--- config.mk ---
export PLATFORM = sky130hd
export DESIGN_NAME = agc_output_stage
export DESIGN_NICKNAME = d
export VERILOG_FILES = /design/src/rtl/agc_pkg.sv /design/src/rtl/agc_out_fifo.sv /design/src/rtl/agc_output_stage.sv
export SDC_FILE = /design/constraint.sdc
export NUM_CORES = 1
export LEC_CHECK = 0
export CORE_UTILIZATION = 35
export DETAILED_ROUTE_END_ITERATION = 8
export PLACE_DENSITY = 0.59
export SLEW_MARGIN = 10
export SYNTH_ARGS = -nofsm -noshare
export SYNTH_HDL_FRONTEND = slang
export SYNTH_SLANG_ARGS = --single-unit
--- constraint.sdc ---
create_clock -name clk -period 4.64 [get_ports clk]
set_input_delay 0.928 -clock clk [delete_from_list [all_inputs] [get_ports clk]]
set_output_delay 0.928 -clock clk [all_outputs]
set_load 0.01 [all_outputs]
--- src/rtl/agc_pkg.sv ---
// agc_pkg
// Shared definitions for the AGC output stage:
//   - default sample widths used by the top-level parameters
//   - lock-detector state encoding
//   - make_target(): builds the lock target by placing R_level at the top
//     of a W_OUT-bit unsigned word (zero fill below)
package agc_pkg;

  localparam int AGC_W_IN   = 26;
  localparam int AGC_W_OUT  = 16;
  localparam int AGC_RWIDTH = 8;

  localparam logic [0:0] ST_ACQUIRE = 1'b0;
  localparam logic [0:0] ST_LOCKED  = 1'b1;

  // Result is kept 32 bits wide so the window arithmetic downstream can be
  // done without truncation, whatever W_OUT is.
  function automatic logic [31:0] make_target(input logic [31:0] r_level,
                                              input int          rwidth,
                                              input int          w_out);
    logic [31:0] mask;
    mask = (32'd1 << rwidth) - 32'd1;
    return (r_level & mask) << (w_out - rwidth);
  endfunction

endpackage

--- src/rtl/agc_out_fifo.sv ---
// agc_out_fifo
// Show-ahead FIFO: rd_data always presents the entry at the read pointer,
// a read (rd_en while not empty) just advances past it.
// Ports:
//   clk, rst_n          clock, asynchronous active-low reset
//   wr_en, wr_data      push request and data
//   rd_en               pop request (ignored while empty)
//   rd_data             current head entry
//   full, empty, count  occupancy status
// A push while full is accepted only when a pop happens on the same edge.
module agc_out_fifo #(
  parameter int DW    = 32,
  parameter int DEPTH = 4
) (
  input  logic                     clk,
  input  logic                     rst_n,
  input  logic                     wr_en,
  input  logic [DW-1:0]            wr_data,
  input  logic                     rd_en,
  output logic [DW-1:0]            rd_data,
  output logic                     full,
  output logic                     empty,
  output logic [$clog2(DEPTH):0]   count
);

  localparam int AW = $clog2(DEPTH);

  logic [DW-1:0] mem_q [DEPTH];
  logic [DW-1:0] mem_d [DEPTH];
  logic [AW-1:0] wr_ptr_q, wr_ptr_d;
  logic [AW-1:0] rd_ptr_q, rd_ptr_d;
  logic [AW:0]   count_q, count_d;
  logic          do_push, do_pop;

  assign empty   = (count_q == '0);
  assign full    = (count_q == (AW+1)'(DEPTH));
  assign count   = count_q;
  assign rd_data = mem_q[rd_ptr_q];

  // Pointers are AW bits wide, so they wrap modulo DEPTH by themselves.
  always_comb begin
    do_pop   = rd_en && !empty;
    do_push  = wr_en && (!full || do_pop);
    mem_d    = mem_q;
    wr_ptr_d = wr_ptr_q;
    rd_ptr_d = rd_ptr_q;
    count_d  = count_q;
    if (do_push) begin
      mem_d[wr_ptr_q] = wr_data;
      wr_ptr_d        = wr_ptr_q + 1'b1;
    end
    if (do_pop) begin
      rd_ptr_d = rd_ptr_q + 1'b1;
    end
    if (do_push && !do_pop) begin
      count_d = count_q + 1'b1;
    end else if (do_pop && !do_push) begin
      count_d = count_q - 1'b1;
    end
  end

  always_ff @(posedge clk or negedge rst_n) begin
    if (!rst_n) begin
      for (int i = 0; i < DEPTH; i++) begin
        mem_q[i] <= '0;
      end
      wr_ptr_q <= '0;
      rd_ptr_q <= '0;
      count_q  <= '0;
    end else begin
      mem_q    <= mem_d;
      wr_ptr_q <= wr_ptr_d;
      rd_ptr_q <= rd_ptr_d;
      count_q  <= count_d;
    end
  end

endmodule

--- src/rtl/agc_output_stage.sv ---
// agc_output_stage
// Post-AGC output conditioning: round/saturate I/Q to W_OUT bits, buffer in
// a show-ahead FIFO toward a valid/ready consumer, detect lock on output
// magnitude against the R_level target, and keep saturation/overflow stats.
// Ports:
//   clk, rst_n               clock, asynchronous active-low reset
//   s_valid, s_dataI/Q       AGC sample strobe and signed samples
//   R_level, Lock_Tol        lock target level and window half-width
//   clr_stats                synchronous clear of flags and counters
//   m_valid, m_ready         output handshake (FIFO head)
//   m_dataI/Q                head sample
//   locked                   lock detector state
//   sat_flag, sat_count      sticky clip flag, saturating clip counter
//   ovf_flag, ovf_count      sticky drop flag, saturating drop counter
module agc_output_stage
  import agc_pkg::*;
#(
  parameter int W_IN_MODULE  = AGC_W_IN,
  parameter int W_OUT        = AGC_W_OUT,
  parameter int RWIDTH       = AGC_RWIDTH,
  parameter int SHIFT        = 0,
  parameter int FIFO_DEPTH   = 4,
  parameter int LOCK_COUNT   = 16,
  parameter int UNLOCK_COUNT = 8,
  parameter int CNTWIDTH     = 16
) (
  input  logic                          clk,
  input  logic                          rst_n,
  input  logic                          s_valid,
  input  logic signed [W_IN_MODULE-1:0] s_dataI,
  input  logic signed [W_IN_MODULE-1:0] s_dataQ,
  input  logic        [RWIDTH-1:0]      R_level,
  input  logic        [W_OUT-1:0]       Lock_Tol,
  input  logic                          clr_stats,
  output logic                          m_valid,
  input  logic                          m_ready,
  output logic signed [W_OUT-1:0]       m_dataI,
  output logic signed [W_OUT-1:0]       m_dataQ,
  output logic                          locked,
  output logic                          sat_flag,
  output logic        [CNTWIDTH-1:0]    sat_count,
  output logic                          ovf_flag,
  output logic        [CNTWIDTH-1:0]    ovf_count
);

  localparam int W_R = W_IN_MODULE + 1;
  localparam int HW  = $clog2(LOCK_COUNT + 1);
  localparam int MW  = $clog2(UNLOCK_COUNT + 1);
  localparam int FCW = $clog2(FIFO_DEPTH) + 1;

  // (1<<SHIFT)>>1 gives the half-LSB rounding term and is 0 when SHIFT==0.
  localparam logic signed [W_R-1:0]   RND     = W_R'((1 << SHIFT) >> 1);
  localparam logic signed [W_OUT-1:0] OUT_MAX = {1'b0, {(W_OUT-1){1'b1}}};
  localparam logic signed [W_OUT-1:0] OUT_MIN = {1'b1, {(W_OUT-1){1'b0}}};
  localparam logic [HW-1:0]           HIT_LAST  = HW'(LOCK_COUNT - 1);
  localparam logic [MW-1:0]           MISS_LAST = MW'(UNLOCK_COUNT - 1);

  // One extra bit of headroom keeps the rounding add from wrapping.
  function automatic logic signed [W_OUT-1:0] round_sat(
      input  logic signed [W_IN_MODULE-1:0] x,
      output logic                          clip);
    logic signed [W_R-1:0]   r;
    logic signed [W_OUT-1:0] res;
    r    = $signed({x[W_IN_MODULE-1], x}) + RND;
    r    = r >>> SHIFT;
    clip = 1'b1;
    if (r > W_R'(OUT_MAX)) begin
      res = OUT_MAX;
    end else if (r < W_R'(OUT_MIN)) begin
      res = OUT_MIN;
    end else begin
      res  = r[W_OUT-1:0];
      clip = 1'b0;
    end
    return res;
  endfunction

  // Absolute value one bit wider so the most negative code maps cleanly.
  function automatic logic [W_OUT:0] abs_ext(input logic signed [W_OUT-1:0] v);
    logic [W_OUT:0] e;
    e = {v[W_OUT-1], v};
    return v[W_OUT-1] ? (~e + 1'b1) : e;
  endfunction

  logic                    st_valid_q, st_valid_d;
  logic signed [W_OUT-1:0] st_i_q, st_i_d, st_q_q, st_q_d;
  logic [W_OUT:0]          st_mag_q, st_mag_d;
  logic                    st_sat_q, st_sat_d;
  logic signed [W_OUT-1:0] sat_i, sat_q;
  logic                    clip_i, clip_q;

  logic [0:0]              state_q, state_d;
  logic [HW-1:0]           hit_q, hit_d;
  logic [MW-1:0]           miss_q, miss_d;
  logic [31:0]             target, mag_ext, diff;
  logic                    in_window;

  logic                    sat_flag_q, sat_flag_d, ovf_flag_q, ovf_flag_d;
  logic [CNTWIDTH-1:0]     sat_count_q, sat_count_d, ovf_count_q, ovf_count_d;
  logic                    sat_ev, ovf_ev;

  logic                    fifo_full, fifo_empty, fifo_wr, pop;
  logic [FCW-1:0]          fifo_count;
  logic [2*W_OUT-1:0]      fifo_rd_data;

  // Stage 1: condition the incoming sample; data holds when s_valid is low.
  always_comb begin
    clip_i     = 1'b0;
    clip_q     = 1'b0;
    sat_i      = round_sat(s_dataI, clip_i);
    sat_q      = round_sat(s_dataQ, clip_q);
    st_valid_d = s_valid;
    st_i_d     = st_i_q;
    st_q_d     = st_q_q;
    st_mag_d   = st_mag_q;
    st_sat_d   = st_sat_q;
    if (s_valid) begin
      st_i_d   = sat_i;
      st_q_d   = sat_q;
      st_mag_d = abs_ext(sat_i) + abs_ext(sat_q);
      st_sat_d = clip_i || clip_q;
    end
  end

  assign m_valid = !fifo_empty;
  assign pop     = m_valid && m_ready;
  assign fifo_wr = st_valid_q && (!fifo_full || pop);
  assign m_dataI = fifo_rd_data[2*W_OUT-1:W_OUT];
  assign m_dataQ = fifo_rd_data[W_OUT-1:0];

  agc_out_fifo #(
    .DW    (2*W_OUT),
    .DEPTH (FIFO_DEPTH)
  ) u_fifo (
    .clk     (clk),
    .rst_n   (rst_n),
    .wr_en   (fifo_wr),
    .wr_data ({st_i_q, st_q_q}),
    .rd_en   (m_ready),
    .rd_data (fifo_rd_data),
    .full    (fifo_full),
    .empty   (fifo_empty),
    .count   (fifo_count)
  );

  // Lock detector runs on every valid stage sample, even ones the FIFO drops.
  // R_level/Lock_Tol are read live, so changes take effect on the next sample.
  always_comb begin
    target    = make_target(32'(R_level), RWIDTH, W_OUT);
    mag_ext   = 32'(st_mag_q);
    diff      = (mag_ext >= target) ? (mag_ext - target) : (target - mag_ext);
    in_window = (diff <= 32'(Lock_Tol));
    state_d   = state_q;
    hit_d     = hit_q;
    miss_d    = miss_q;
    if (st_valid_q) begin
      case (state_q)
        ST_ACQUIRE: begin
          if (!in_window) begin
            hit_d = '0;
          end else if (hit_q == HIT_LAST) begin
            state_d = ST_LOCKED;
            hit_d   = '0;
            miss_d  = '0;
          end else begin
            hit_d = hit_q + 1'b1;
          end
        end
        default: begin
          if (in_window) begin
            miss_d = '0;
          end else if (miss_q == MISS_LAST) begin
            state_d = ST_ACQUIRE;
            miss_d  = '0;
          end else begin
            miss_d = miss_q + 1'b1;
          end
        end
      endcase
    end
  end

  assign locked = (state_q == ST_LOCKED);

  // Statistics: counters stick at all-ones; a clear beats a same-cycle event.
  always_comb begin
    sat_ev      = st_valid_q && st_sat_q;
    ovf_ev      = st_valid_q && (fifo_count == FCW'(FIFO_DEPTH)) && !pop;
    sat_flag_d  = sat_flag_q;
    sat_count_d = sat_count_q;
    ovf_flag_d  = ovf_flag_q;
    ovf_count_d = ovf_count_q;
    if (clr_stats) begin
      sat_flag_d  = 1'b0;
      sat_count_d = '0;
      ovf_flag_d  = 1'b0;
      ovf_count_d = '0;
    end else begin
      if (sat_ev) begin
        sat_flag_d = 1'b1;
        if (sat_count_q != '1) sat_count_d = sat_count_q + 1'b1;
      end
      if (ovf_ev) begin
        ovf_flag_d = 1'b1;
        if (ovf_count_q != '1) ovf_count_d = ovf_count_q + 1'b1;
      end
    end
  end

  assign sat_flag  = sat_flag_q;
  assign sat_count = sat_count_q;
  assign ovf_flag  = ovf_flag_q;
  assign ovf_count = ovf_count_q;

  always_ff @(posedge clk or negedge rst_n) begin
    if (!rst_n) begin
      st_valid_q  <= 1'b0;
      st_i_q      <= '0;
      st_q_q      <= '0;
      st_mag_q    <= '0;
      st_sat_q    <= 1'b0;
      state_q     <= ST_ACQUIRE;
      hit_q       <= '0;
      miss_q      <= '0;
      sat_flag_q  <= 1'b0;
      sat_count_q <= '0;
      ovf_flag_q  <= 1'b0;
      ovf_count_q <= '0;
    end else begin
      st_valid_q  <= st_valid_d;
      st_i_q      <= st_i_d;
      st_q_q      <= st_q_d;
      st_mag_q    <= st_mag_d;
      st_sat_q    <= st_sat_d;
      state_q     <= state_d;
      hit_q       <= hit_d;
      miss_q      <= miss_d;
      sat_flag_q  <= sat_flag_d;
      sat_count_q <= sat_count_d;
      ovf_flag_q  <= ovf_flag_d;
      ovf_count_q <= ovf_count_d;
    end
  end

endmodule

==> results of run 1 <==
[power by group]
part	leakage (nW)	switching, W	internal (W)
Combinational	4.25	0.00181	0.00233
Sequential	2.73	0.000424	0.00269
Clock	0.462	0.000850	0.00134
[cell usage in the layout, fill, tap and decap left out, types with 50 or more instances in the layout]
cell                              synthesis  final
sky130_fd_sc_hd__buf_4                    0    152
sky130_fd_sc_hd__dfrtp_1                230    229
sky130_fd_sc_hd__a21oi_1                 89     85
sky130_fd_sc_hd__nand2_1                 89     87
sky130_fd_sc_hd__o21ai_0                 66     64
sky130_fd_sc_hd__nor2_1                 136    132
sky130_fd_sc_hd__clkdlybuf4s50_1          0    127
sky130_fd_sc_hd__inv_1                   54     50
sky130_fd_sc_hd__mux2_2                 119    119
sky130_fd_sc_hd__ha_1                    60     51
[critical path, stage by stage]
cell                            delay [ps]
sky130_fd_sc_hd__dlygate4sd2_1         250
sky130_fd_sc_hd__inv_1                  60
sky130_fd_sc_hd__ha_1                  340
sky130_fd_sc_hd__buf_4                 160
sky130_fd_sc_hd__and2_1                160
sky130_fd_sc_hd__a22o_1                230
sky130_fd_sc_hd__or3_1                 350
sky130_fd_sc_hd__a21oi_1               170
sky130_fd_sc_hd__mux2i_2               110
sky130_fd_sc_hd__a21oi_2               170
sky130_fd_sc_hd__o22ai_2                90
sky130_fd_sc_hd__xor2_1                150
sky130_fd_sc_hd__ha_1                  290
sky130_fd_sc_hd__nand4_1               100
sky130_fd_sc_hd__nand3b_1              170
sky130_fd_sc_hd__nor3_2                 60
sky130_fd_sc_hd__or3_1                 360
sky130_fd_sc_hd__o221ai_2               80
sky130_fd_sc_hd__a21o_1                130
sky130_fd_sc_hd__buf_4                 120
sky130_fd_sc_hd__buf_12                100
sky130_fd_sc_hd__o21ai_2                50
sky130_fd_sc_hd__a22o_1                220
[kinds of logic after synthesis]
logic type,share of synthesized area
simple gates,0.139
flops,0.435
mux,0.164
xor+xnor,0.0391
buf+inv,0.0358
compound gates,0.126
fa+ha+maj,0.0613
[flip-flops by register name, summed over array words and instances, names as in the netlist]
| name | count |
|---|---|
| st_mag_q | 17 |
| st_sat_q | 1 |
| st_i_q | 16 |
| sat_flag | 1 |
| u_fifo.rd_ptr_q | 2 |
| hit_q | 5 |
| u_fifo.wr_ptr_q | 2 |
| st_valid_q | 1 |
| sat_count | 16 |
| locked | 1 |
| ovf_count | 16 |
| u_fifo.count | 3 |
| st_q_q | 16 |
| miss_q | 4 |
| ovf_flag | 1 |
| u_fifo.mem_q | 128 |
[metal layers]
metal | vias to the layer above | share of wire | track usage
met3 | 42 | 0.057 | 0.0361
met1 | 5144 | 0.46 | 0.248
li1 | 5104 | - | -
met5 | - | 0.0013 | 0
met2 | 231 | 0.46 | 0.291
met4 | 6 | 0.015 | 0.0310
[metrics by stage]
stage | cells | utilization | TNS (ps) | setup WS, ps
2_1_floorplan | 1271 | - | -171 | -157
3_3_place_gp | 2006 | 0.442 | -10170 | -750
3_5_place_dp | 2006 | 0.442 | -11430 | -831
4_1_cts | 2061 | 0.470 | 0 | 4.27
5_1_grt | 2064 | 0.474 | -5.81 | -5.81
6_report | 2065 | 0.474 | 0 | 187
[cell usage after synthesis, types with 9 or more instances]
library cell	count	area share
sky130_fd_sc_hd__nand2b_1	10	0.0047
sky130_fd_sc_hd__mux4_2	32	0.054
sky130_fd_sc_hd__mux2_2	119	0.10
sky130_fd_sc_hd__a31oi_1	12	0.0057
sky130_fd_sc_hd__or3_1	15	0.0071
sky130_fd_sc_hd__a211oi_1	9	0.0051
sky130_fd_sc_hd__xor2_1	28	0.019
sky130_fd_sc_hd__inv_1	54	0.015
sky130_fd_sc_hd__clkbuf_1	41	0.012
sky130_fd_sc_hd__nand4_1	18	0.0085
sky130_fd_sc_hd__nor2b_1	12	0.0057
sky130_fd_sc_hd__buf_2	12	0.0045
sky130_fd_sc_hd__nor3_1	28	0.011
sky130_fd_sc_hd__nand3_1	22	0.0083
sky130_fd_sc_hd__o21ai_0	66	0.025
sky130_fd_sc_hd__dfrtp_1	230	0.44
sky130_fd_sc_hd__nor2_1	136	0.039
sky130_fd_sc_hd__nand2_1	89	0.025
sky130_fd_sc_hd__ha_1	60	0.057
sky130_fd_sc_hd__a21oi_1	89	0.034
sky130_fd_sc_hd__xnor2_1	31	0.021
[layout make-up]
| cell class | instances | area share |
|---|---|---|
| clock buffer | 31 | 0.0412 |
| timing repair buffer | 302 | 0.152 |
| sequential | 230 | 0.329 |
| tap | 504 | 0.0361 |
| clock inverter | 17 | 0.0117 |
| inverter | 55 | 0.0118 |
| multi-input combinational | 925 | 0.418 |
| antenna | 1 | 0.000143 |
[worst min-delay path by stage]
| stage | start | end | slack, ps | cells past startpoint |
|---|---|---|---|---|
| after floorplan | u_fifo.mem_q[49] | u_fifo.mem_q[49] | 440 | 2 |
| after global placement | u_fifo.mem_q[83] | u_fifo.mem_q[83] | 460 | 2 |
| after detailed placement | u_fifo.mem_q[83] | u_fifo.mem_q[83] | 470 | 2 |
| after CTS | rst_n | sat_count[8] | 420 | 1 |
| after global routing | rst_n | sat_count[8] | 430 | 1 |
| final | rst_n | sat_count[8] | 390 | 1 |
[what timing repair did]
action,4_1_cts,5_1_grt
pin swaps,15,25
setup endpoints to repair,14,16
gates resized for setup,22,49
hold endpoints to repair,0,0
buffers inserted,7,3
cloned,0,0
==> flow_summary.rst, run 1 <==
.. list-table::
   :header-rows: 1

   * - Metric
     - Value
   * - Yosys warns
     - 0
   * - Global-route wire length before repair
     - 55600 um
   * - Instance count of the mapped netlist
     - 1271
   * - CP Class
     - in -> reg
   * - Clock insertion delay at the later pin of the skew report
     - 530 ps
   * - Storage element area
     - 0.00576 mm^2
   * - Standard cell area after detailed placement
     - 0.0163 mm^2
   * - Number of enable flip-flop cells after synthesis
     - 0
   * - Largest net degree at the start of global routing
     - 98
   * - Number of synthesized register bits
     - 230
   * - Number of cells on the worst reg-to-reg path
     - 23
   * - Hold violation count in the final report
     - 0
   * - Actual transition at the worst max-transition pin
     - 773 ps
   * - Area growth syn-to-layout
     - 32.2%
   * - End of the worst register-to-register path
     - hit_q[3]
   * - Clock root buffer
     - sky130_fd_sc_hd__clkbuf_16
   * - Tightest hold margin
     - 391 ps
   * - Max Buffers Root-to-Sink
     - 3
   * - Final GP Congestion
     - 0.871
   * - Fraction of the yosys area taken by sequential cells
     - 0.435
   * - Final-stage net count
     - 1684
   * - Slew HR
     - 0.477
   * - Number of global-route vias before repair
     - 10.5k
   * - Drc violations
     - 0
   * - Number of hold buffers added after cts
     - 0
   * - Arrival @ worst endpoint
     - 4870 ps
   * - Number of design-rule violations left by the first detailed-router iteration
     - 499
   * - Multi-input combinational cell area
     - 0.00731 mm^2
   * - Total Power
     - 0.00944 W
   * - Finish-stage setup viols
     - 0
   * - Die area
     - 0.0386 mm^2
   * - Number of antenna violations at the first check in global routing
     - 4
   * - Min Tclk post-route
     - 4450 ps
   * - Run status
     - finished clean
   * - Via count
     - 10.5k
   * - Overall die width
     - 196 um
   * - Global-route usage over all layers
     - 0.179
   * - Power per cell area
     - 540 mW/mm^2
   * - Final Cell Area
     - 0.0175 mm^2
   * - Detailed Route WL
     - 34100 um
   * - Max-cap violations
     - 0
   * - Reg2reg start
     - st_mag_q[8]
   * - Lkg Pwr
     - 7.44 nW
   * - Dominant register cell in the synthesized netlist
     - sky130_fd_sc_hd__dfrtp_1
   * - Type of element capturing the critical path
     - flip-flop
   * - Minimum setup slack among reg-to-reg paths
     - 290 ps
   * - Worst clock skew on the final layout
     - 12.6 ps
   * - Maximum level of the CTS H-tree
     - 1
   * - Average wire length per cell after detail routing
     - 16.5 um
   * - Largest fanout of any net on the critical path
     - 5
   * - Number of standard-cell rows in the floorplan
     - 70
   * - RSZ-0062 raised after global routing
     - yes
   * - Data required, critical path
     - 5060 ps
   * - Clock slew at reported path FFs
     - 60 ps
   * - Initial cell density of the core
     - 0.359
   * - Overall overflow remaining after global route
     - 0
   * - Core region area
     - 0.0369 mm^2
   * - Proportion of layout cells with a drive suffix above 1
     - 0.275
   * - Crit. Startpoint
     - R_level[2]
   * - Number of max-slew violations in the final report
     - 0
   * - TritonCTS clock tree
     - yes
   * - IO Pins
     - 149
   * - Nature of the critical path startpoint
     - primary input
   * - Vertical extent of the die
     - 196 um
   * - Number of buffer cells added on primary ports
     - 148
   * - Worst IR drop on VDD
     - 338 uV
   * - Yosys cell types
     - 84
   * - Hold Crit Class
     - in -> async
   * - Ratio of final minimum period to clock period
     - 0.960
   * - Average cell area after synthesis
     - 10.4 um^2
   * - Post-Synthesis Cell Area
     - 0.0132 mm^2
   * - Number of clock sinks seen by CTS
     - 230
   * - Number of vias per cell
     - 5.10
   * - Crit path to
     - hit_q[3]
   * - TritonCTS buffer count
     - 26
   * - Nets in the synthesized netlist
     - 1415
   * - Antenna-violating nets left
     - 0
   * - Placed wire-length estimate after detailed placement
     - 24600 um
   * - Detailed-router iteration count before antenna repair
     - 5
   * - Fill cell total of the finished layout
     - 3391
   * - Maximum clock frequency
     - 0.225 GHz
   * - Async SR Flop Fraction
     - 1.00
(Power assumes the default switching activity.)
==> run 2, diff against run 1 <==
--- a/config.mk
+++ b/config.mk
@@ -7,6 +7,7 @@
 export LEC_CHECK = 0
 export CORE_UTILIZATION = 35
 export DETAILED_ROUTE_END_ITERATION = 8
+export GPL_ROUTABILITY_DRIVEN = 0
 export PLACE_DENSITY = 0.59
 export SLEW_MARGIN = 10
 export SYNTH_ARGS = -nofsm -noshare
==> run 2 against run 1 <==
Critical endpoint is now miss_q[2]. Clock-buffer cell count increased by 5. Clock skew increased by 9.5 ps. Critical path type unchanged. Via count decreased by 0.28%. Power decreased by 0.95%. Combinational power decreased by 1%. Design area decreased by 0.79%. Critical path depth decreased by 3. Wire length decreased by 0.27%. Utilization decreased by 0.37 points. Largest cell class unchanged. Worst hold slack got worse by 5.1 ps. First-iteration DRC count decreased by 23%.
==> flow_summary.rst, run 2 (synthesis results as in run 1) <==
.. list-table::
   :header-rows: 1

   * - Metric
     - Value
   * - Global-route usage over all layers
     - 0.177 (was 0.179)
   * - Slew HR
     - 0.516 (was 0.477)
   * - Standard cell area after detailed placement
     - 0.0163 mm^2 (about the same)
   * - Proportion of layout cells with a drive suffix above 1
     - 0.268 (was 0.275)
   * - Max Buffers Root-to-Sink
     - 3 (unchanged)
   * - Clock root buffer
     - sky130_fd_sc_hd__clkbuf_16 (unchanged)
   * - Vertical extent of the die
     - 196 um (unchanged)
   * - Number of antenna violations at the first check in global routing
     - 4 (unchanged)
   * - Average wire length per cell after detail routing
     - 16.6 um (was 16.5 um)
   * - Via count
     - 10.5k (about the same)
   * - Worst clock skew on the final layout
     - 22.1 ps (was 12.6 ps)
   * - Placed wire-length estimate after detailed placement
     - 25000 um (was 24600 um)
   * - Arrival @ worst endpoint
     - 4840 ps (was 4870 ps)
   * - Number of global-route vias before repair
     - 10.3k (was 10.5k)
   * - Fill cell total of the finished layout
     - 3406 (was 3391)
   * - Number of clock sinks seen by CTS
     - 230 (unchanged)
   * - Cell total after placement
     - 2003 (was 2006)
   * - Number of vias per cell
     - 5.11 (was 5.10)
   * - Storage element area
     - 0.00576 mm^2 (unchanged)
   * - Number of max-slew violations in the final report
     - 0 (unchanged)
   * - Number of buffer cells added on primary ports
     - 148 (unchanged)
   * - Min Tclk post-route
     - 4430 ps (was 4450 ps)
   * - Type of element capturing the critical path
     - flip-flop (unchanged)
   * - Area growth syn-to-layout
     - 31.2% (was 32.2%)
   * - IO Pins
     - 149 (unchanged)
   * - Max-cap violations
     - 0 (unchanged)
   * - Final-stage net count
     - 1676 (was 1684)
   * - Antenna-violating nets left
     - 0 (unchanged)
   * - Power per cell area
     - 539 mW/mm^2 (was 540 mW/mm^2)
   * - Number of design-rule violations left by the first detailed-router iteration
     - 382 (was 499)
   * - Actual transition at the worst max-transition pin
     - 727 ps (was 773 ps)
   * - Lkg Pwr
     - 7.35 nW (was 7.44 nW)
   * - Top flop regs
     - u_fifo.mem_q (128), st_mag_q (17) (unchanged)
   * - Commonest cells after routing, fill and taps aside
     - sky130_fd_sc_hd__dfrtp_1 (229), sky130_fd_sc_hd__buf_4 (144), sky130_fd_sc_hd__nor2_1 (133) (was sky130_fd_sc_hd__dfrtp_1 (229), sky130_fd_sc_hd__buf_4 (152), sky130_fd_sc_hd__nor2_1 (132))
   * - Setup TNS after final layout
     - 0 ps (unchanged)
   * - Finish-stage setup viols
     - 0 (unchanged)
   * - Maximum level of the CTS H-tree
     - 1 (unchanged)
   * - Most common cell after layout, fill and taps aside
     - sky130_fd_sc_hd__dfrtp_1 (unchanged)
   * - Die area
     - 0.0386 mm^2 (unchanged)
   * - Largest register by flop count
     - u_fifo.mem_q (unchanged)
   * - Largest fanout of any net on the critical path
     - 8 (was 5)
   * - TritonCTS clock tree
     - yes (unchanged)
   * - Run status
     - finished clean (unchanged)
   * - Multi-input combinational cell area
     - 0.00727 mm^2 (was 0.00731 mm^2)
   * - Hold violation count in the final report
     - 0 (unchanged)
   * - Hold Crit Class
     - in -> async (unchanged)
   * - Largest net degree at the start of global routing
     - 91 (was 98)
   * - TritonCTS buffer count
     - 25 (was 26)
   * - Maximum clock frequency
     - 0.226 GHz (was 0.225 GHz)
   * - Total Power
     - 0.00936 W (was 0.00944 W)
   * - Ratio of final minimum period to clock period
     - 0.955 (was 0.960)
   * - Detailed-router iteration count before antenna repair
     - 4 (was 5)
   * - Non-filler instance count after layout
     - 2056 (was 2065)
   * - Core region area
     - 0.0369 mm^2 (unchanged)
   * - Data required, critical path
     - 5050 ps (was 5060 ps)
   * - Nature of the critical path startpoint
     - primary input (unchanged)
   * - CP Class
     - in -> reg (unchanged)
   * - Detailed Route WL
     - 34000 um (was 34100 um)
   * - Overall die width
     - 196 um (unchanged)
   * - Global-route wire length before repair
     - 55000 um (was 55600 um)
   * - Worst IR drop on VDD
     - 429 uV (was 338 uV)
   * - Final Cell Area
     - 0.0174 mm^2 (was 0.0175 mm^2)
   * - Overall overflow remaining after global route
     - 0 (unchanged)
   * - Drc violations
     - 0 (unchanged)
   * - Initial cell density of the core
     - 0.359 (unchanged)
   * - Number of hold buffers added after cts
     - 0 (unchanged)
   * - Clock insertion delay at the later pin of the skew report
     - 540 ps (was 530 ps)
   * - Utilization after layout
     - 0.471 (was 0.474)
   * - Number of standard-cell rows in the floorplan
     - 70 (unchanged)
   * - Largest register FFs
     - 128 (unchanged)
   * - Clock slew at reported path FFs
     - 60 ps (about the same)
-- run 2: final timing paths --
| kind | cells past startpoint | to | start | slack (ps) |
|---|---|---|---|---|
| setup / recovery | 20 | miss_q[2] | R_level[6] | 210 |
| hold / removal | 1 | sat_count[11] | rst_n | 390 |
| setup reg to reg | 22 | miss_q[2] | st_mag_q[8] | 300 |
| hold reg to reg | 1 | u_fifo.count[2] | u_fifo.count[2] | 480 |
| max in group asynchronous | 2 | u_fifo.mem_q[60] | rst_n | 3310 |
| min in group clk | 1 | u_fifo.count[2] | u_fifo.count[2] | 480 |
-- run 2: final cells by class --
cell class,count,area share
tap,504,0.0363
antenna,1,0.000144
multi-input combinational,925,0.419
inverter,55,0.0119
clock inverter,10,0.00844
sequential,230,0.332
clock buffer,36,0.0430
timing repair buffer,295,0.149
-- run 2: stage by stage --
| step | hold WS [ps] | setup slack (ps) |
|---|---|---|
| after global placement | 458 | -735 |
| after global routing | 438 | -8.96 |
| final | 386 | 208 |
| after floorplan | 445 | -157 |
| after detailed placement | 470 | -840 |
| after CTS | 416 | 3.35 |
-- run 2: worst max-delay path, cell delays in order --
cell and delay, ps:
sky130_fd_sc_hd__clkdlybuf4s50_1 530, sky130_fd_sc_hd__inv_1 60, sky130_fd_sc_hd__ha_1 310, sky130_fd_sc_hd__nand2_2 140, sky130_fd_sc_hd__o21ba_1 180, sky130_fd_sc_hd__or3_4 410
sky130_fd_sc_hd__mux2_4 320, sky130_fd_sc_hd__a21oi_2 110, sky130_fd_sc_hd__o22ai_2 80, sky130_fd_sc_hd__xor2_1 140, sky130_fd_sc_hd__ha_1 290, sky130_fd_sc_hd__nand4_1 100
sky130_fd_sc_hd__nand3b_1 210, sky130_fd_sc_hd__nor3_2 140, sky130_fd_sc_hd__or3_1 140, sky130_fd_sc_hd__o221ai_2 90, sky130_fd_sc_hd__a21o_1 220, sky130_fd_sc_hd__buf_6 150
sky130_fd_sc_hd__a21boi_2 140, sky130_fd_sc_hd__nand2b_1 140
-- run 2: routing by layer --
metal	vias to the layer above	GRT usage	share of wire
met5	-	0	0.0012
met3	42	0.0318	0.056
met2	231	0.290	0.46
li1	5077	-	-
met1	5142	0.246	0.47
met4	6	0.0324	0.015
-- run 2: report_power, final --
| group | total, W | switching [W] | leakage, nW | internal, W |
|---|---|---|---|---|
| Combinational | 0.00409 | 0.00177 | 4.18 | 0.00232 |
| Clock | 0.00213 | 0.000835 | 0.442 | 0.00129 |
| Sequential | 0.00314 | 0.000452 | 2.73 | 0.00269 |
-- run 2: repair_timing --
action | CTS | global route
resized for setup | 20 | 46
pin swaps | 15 | 22
setup buffers | 3 | 3
setup endpoints to repair | 14 | 17
==> run 3, diff against run 2 <==
--- a/config.mk
+++ b/config.mk
@@ -5,10 +5,10 @@
 export SDC_FILE = /design/constraint.sdc
 export NUM_CORES = 1
 export LEC_CHECK = 0
-export CORE_UTILIZATION = 35
+export CORE_UTILIZATION = 56
 export DETAILED_ROUTE_END_ITERATION = 8
 export GPL_ROUTABILITY_DRIVEN = 0
-export PLACE_DENSITY = 0.59
+export PLACE_DENSITY = 0.85
 export SLEW_MARGIN = 10
 export SYNTH_ARGS = -nofsm -noshare
 export SYNTH_HDL_FRONTEND = slang
==> run 3 against run 2 <==
Wire length increased by 4.5%. Largest cell class unchanged. Via count increased by 5.9%. First-iteration DRC count increased by 110%. Die area decreased by 37%. Clock-buffer cell count decreased by 1.
==> flow_summary.rst, run 3 (synthesis results as in run 1) <==
.. list-table::
   :header-rows: 1

   * - Metric
     - Value
   * - Initial cell density of the core
     - 0.577 (was 0.359)
   * - Slowest-stage cell, CP
     - sky130_fd_sc_hd__o41ai_2 (was sky130_fd_sc_hd__clkdlybuf4s50_1)
   * - Maximum clock frequency
     - 0.223 GHz (was 0.226 GHz)
   * - Actual transition at the worst max-transition pin
     - 1030 ps (was 727 ps)
   * - Via count
     - 11.1k (was 10.5k)
   * - Area growth syn-to-layout
     - 28.7% (was 31.2%)
   * - Arrival @ worst endpoint
     - 4890 ps (was 4840 ps)
   * - Maximum level of the CTS H-tree
     - 1 (unchanged)
   * - Nature of the critical path startpoint
     - primary input (unchanged)
   * - Type of element capturing the critical path
     - flip-flop (unchanged)
   * - Storage element area
     - 0.00576 mm^2 (about the same)
   * - Die area
     - 0.0242 mm^2 (was 0.0386 mm^2)
   * - Number of design-rule violations left by the first detailed-router iteration
     - 818 (was 382)
   * - Number of antenna violations at the first check in global routing
     - 4 (unchanged)
   * - Ratio of final minimum period to clock period
     - 0.965 (was 0.955)
   * - Largest register by flop count
     - u_fifo.mem_q (unchanged)
   * - Slew HR
     - 0.313 (was 0.516)
   * - TritonCTS buffer count
     - 25 (unchanged)
   * - Chain of cells forming the critical path
     - clkdlybuf4s15_1 -> nand4_1 -> buf_4 -> o41ai_2 -> o21ai_4 -> ha_4 -> buf_4 -> nor2b_1 -> nor2_1 -> a31oi_2 -> ha_1 -> a21o_1 -> a211oi_2 -> o21ai_1 -> nand2_1 -> o21ai_1 -> o311a_1 -> or3_1 -> a31o_2 (was clkdlybuf4s50_1 -> inv_1 -> ha_1 -> nand2_2 -> o21ba_1 -> or3_4 -> mux2_4 -> a21oi_2 -> o22ai_2 -> xor2_1 -> ha_1 -> nand4_1 -> nand3b_1 -> nor3_2 -> or3_1 -> o221ai_2 -> a21o_1 -> buf_6 -> a21boi_2 -> nand2b_1)
   * - Number of clock sinks seen by CTS
     - 230 (unchanged)
   * - Core region area
     - 0.0229 mm^2 (was 0.0369 mm^2)
   * - Buf/Inv on CP
     - 3 (unchanged)
   * - Number of buffer cells added on primary ports
     - 148 (unchanged)
   * - Final Cell Area
     - 0.0170 mm^2 (was 0.0174 mm^2)
   * - Detailed Route WL
     - 35600 um (was 34000 um)
   * - Largest register FFs
     - 128 (unchanged)
   * - Global-route usage over all layers
     - 0.297 (was 0.177)
   * - Antenna-violating nets left
     - 0 (unchanged)
   * - Global-route wire length before repair
     - 56900 um (was 55000 um)
   * - Average wire length per cell after detail routing
     - 19.2 um (was 16.6 um)
   * - Placed wire-length estimate after detailed placement
     - 24300 um (was 25000 um)
   * - Standard cell area after detailed placement
     - 0.0159 mm^2 (was 0.0163 mm^2)
   * - Drc violations
     - 0 (unchanged)
   * - Number of max-slew violations in the final report
     - 0 (unchanged)
   * - CP Class
     - in -> reg (unchanged)
   * - Worst clock skew on the final layout
     - 13.7 ps (was 22.1 ps)
   * - Commonest cells after routing, fill and taps aside
     - sky130_fd_sc_hd__dfrtp_1 (228), sky130_fd_sc_hd__buf_4 (136), sky130_fd_sc_hd__nor2_1 (133) (was sky130_fd_sc_hd__dfrtp_1 (229), sky130_fd_sc_hd__buf_4 (144), sky130_fd_sc_hd__nor2_1 (133))
   * - Critical Path Max Stage Delay
     - 380 ps (was 530 ps)
   * - Worst IR drop on VDD
     - 609 uV (was 429 uV)
   * - Number of vias per cell
     - 5.99 (was 5.11)
   * - Hold Crit Class
     - reg -> reg (was in -> async)
   * - Min Tclk post-route
     - 4480 ps (was 4430 ps)
   * - Number of standard-cell rows in the floorplan
     - 55 (was 70)
   * - Clock slew at reported path FFs
     - 70 ps (was 60 ps)
   * - Setup TNS after final layout
     - 0 ps (unchanged)
   * - IO Pins
     - 149 (unchanged)
   * - Top flop regs
     - u_fifo.mem_q (128), st_mag_q (17) (unchanged)
   * - Finish-stage setup viols
     - 0 (unchanged)
   * - Number of global-route vias before repair
     - 11.3k (was 10.3k)
   * - Most common cell after layout, fill and taps aside
     - sky130_fd_sc_hd__dfrtp_1 (unchanged)
   * - Power per cell area
     - 553 mW/mm^2 (was 539 mW/mm^2)
   * - Detailed-router iteration count before antenna repair
     - 7 (was 4)
   * - Largest net degree at the start of global routing
     - 135 (was 91)
   * - Overall die width
     - 156 um (was 196 um)
   * - Max Buffers Root-to-Sink
     - 3 (unchanged)
   * - Clock root buffer
     - sky130_fd_sc_hd__clkbuf_16 (unchanged)
   * - Data required, critical path
     - 5060 ps (was 5050 ps)
   * - Multi-input combinational cell area
     - 0.00734 mm^2 (was 0.00727 mm^2)
   * - Lkg Pwr
     - 7.25 nW (was 7.35 nW)
   * - Max-cap violations
     - 0 (unchanged)
   * - Overall overflow remaining after global route
     - 0 (unchanged)
   * - Proportion of layout cells with a drive suffix above 1
     - 0.267 (was 0.268)
   * - TritonCTS clock tree
     - yes (unchanged)
   * - Clock insertion delay at the later pin of the skew report
     - 520 ps (was 540 ps)
   * - Largest fanout of any net on the critical path
     - 5 (was 8)
   * - Fill cell total of the finished layout
     - 1451 (was 3406)
   * - Hold violation count in the final report
     - 0 (unchanged)
   * - Vertical extent of the die
     - 156 um (was 196 um)
   * - Final-stage net count
     - 1665 (was 1676)
   * - Cell family contributing the most delay on the critical path
     - compound AO/OA/AOI/OAI gates (was simple AND/OR/NAND/NOR gates)
   * - Run status
     - finished clean (unchanged)
-- run 3: cell count changes in the layout (fill, tap and decap cells not counted), sizes merged --
cell           before  now
buf               149  139
inv                56   55
diode               1    4
clkdlybuf4s15       1    2
dlygate4sd2         2    0
dlymetal6s2s        6    7
clkinv              5    6
clkdlybuf4s50     130  128
clkinvlp            1    0
-- run 3: layer usage --
layer	vias to the layer above	global-route usage	wire, um
met4	0	0.127	1410
li1	5068	-	-
met1	5478	0.368	14000
met5	-	0	0
met2	469	0.509	17600
met3	100	0.0564	2570
-- run 3: worst reg2reg max path, cell delays in order, from the launching register on --
cell and delay [ps]:
sky130_fd_sc_hd__dfrtp_1 380, sky130_fd_sc_hd__inv_2 90, sky130_fd_sc_hd__ha_4 140, sky130_fd_sc_hd__inv_1 40
sky130_fd_sc_hd__fa_2 370, sky130_fd_sc_hd__a21oi_4 160, sky130_fd_sc_hd__o211ai_2 110, sky130_fd_sc_hd__o21ba_4 230
sky130_fd_sc_hd__or3_4 370, sky130_fd_sc_hd__mux2_4 330, sky130_fd_sc_hd__a21oi_4 120, sky130_fd_sc_hd__o22ai_2 80
sky130_fd_sc_hd__xor2_1 150, sky130_fd_sc_hd__ha_1 300, sky130_fd_sc_hd__buf_4 140, sky130_fd_sc_hd__o21ai_0 70
sky130_fd_sc_hd__nor2_1 90, sky130_fd_sc_hd__nor4_2 350, sky130_fd_sc_hd__o221ai_2 160, sky130_fd_sc_hd__a21o_2 260
sky130_fd_sc_hd__buf_12 140, sky130_fd_sc_hd__a41oi_2 170, sky130_fd_sc_hd__o21ai_1 90
-- run 3: what timing repair did --
action / CTS / global route
gates resized for setup: 28 / 55
pin swaps: 16 / 26
setup endpoints to repair: 14 / 15
setup buffers: 8 / 3
hold buffers: 0 / 0
-- run 3: through the flow --
step / hold WS [ps] / instances / setup WS [ps] / utilization / power (W)
global placement: 457 / 1796 / -754 / 0.693 / 0.00694
CTS: 480 / 1848 / 10.1 / 0.736 / 0.00935
detailed placement: 466 / 1796 / -895 / 0.693 / 0.00716
floorplan: 445 / 1271 / -157 / - / 0.00559
global route: 504 / 1854 / -26.2 / 0.743 / 0.00991
finish: 477 / 1855 / 161 / 0.743 / 0.00941
-- run 3: final timing paths --
check	cells after the start	start	slack (ps)	to
max in group asynchronous	2	rst_n	3090	u_fifo.rd_ptr_q[1]
max reg2reg	22	st_mag_q[8]	190	miss_q[1]
min reg2reg	2	u_fifo.mem_q[81]	480	u_fifo.mem_q[81]
max	19	s_dataI[21]	160	st_mag_q[14]
min in group asynchronous	1	rst_n	500	sat_count[6]
min	2	u_fifo.mem_q[81]	480	u_fifo.mem_q[81]
-- run 3: report_power, final --
group	internal (W)	switching [W]	leakage (nW)
registers	0.00269	0.000566	2.73
clock network	0.00121	0.000798	0.405
logic	0.00234	0.00180	4.12
-- run 3: area by class of cell --
| class | instances | area share |
|---|---|---|
| timing repair buffer | 284 | 0.146 |
| clock buffer | 35 | 0.0407 |
| inverter | 55 | 0.0121 |
| clock inverter | 9 | 0.00794 |
| multi-input combinational | 925 | 0.431 |
| sequential | 230 | 0.338 |
| antenna | 4 | 0.000588 |
| tap | 313 | 0.0230 |
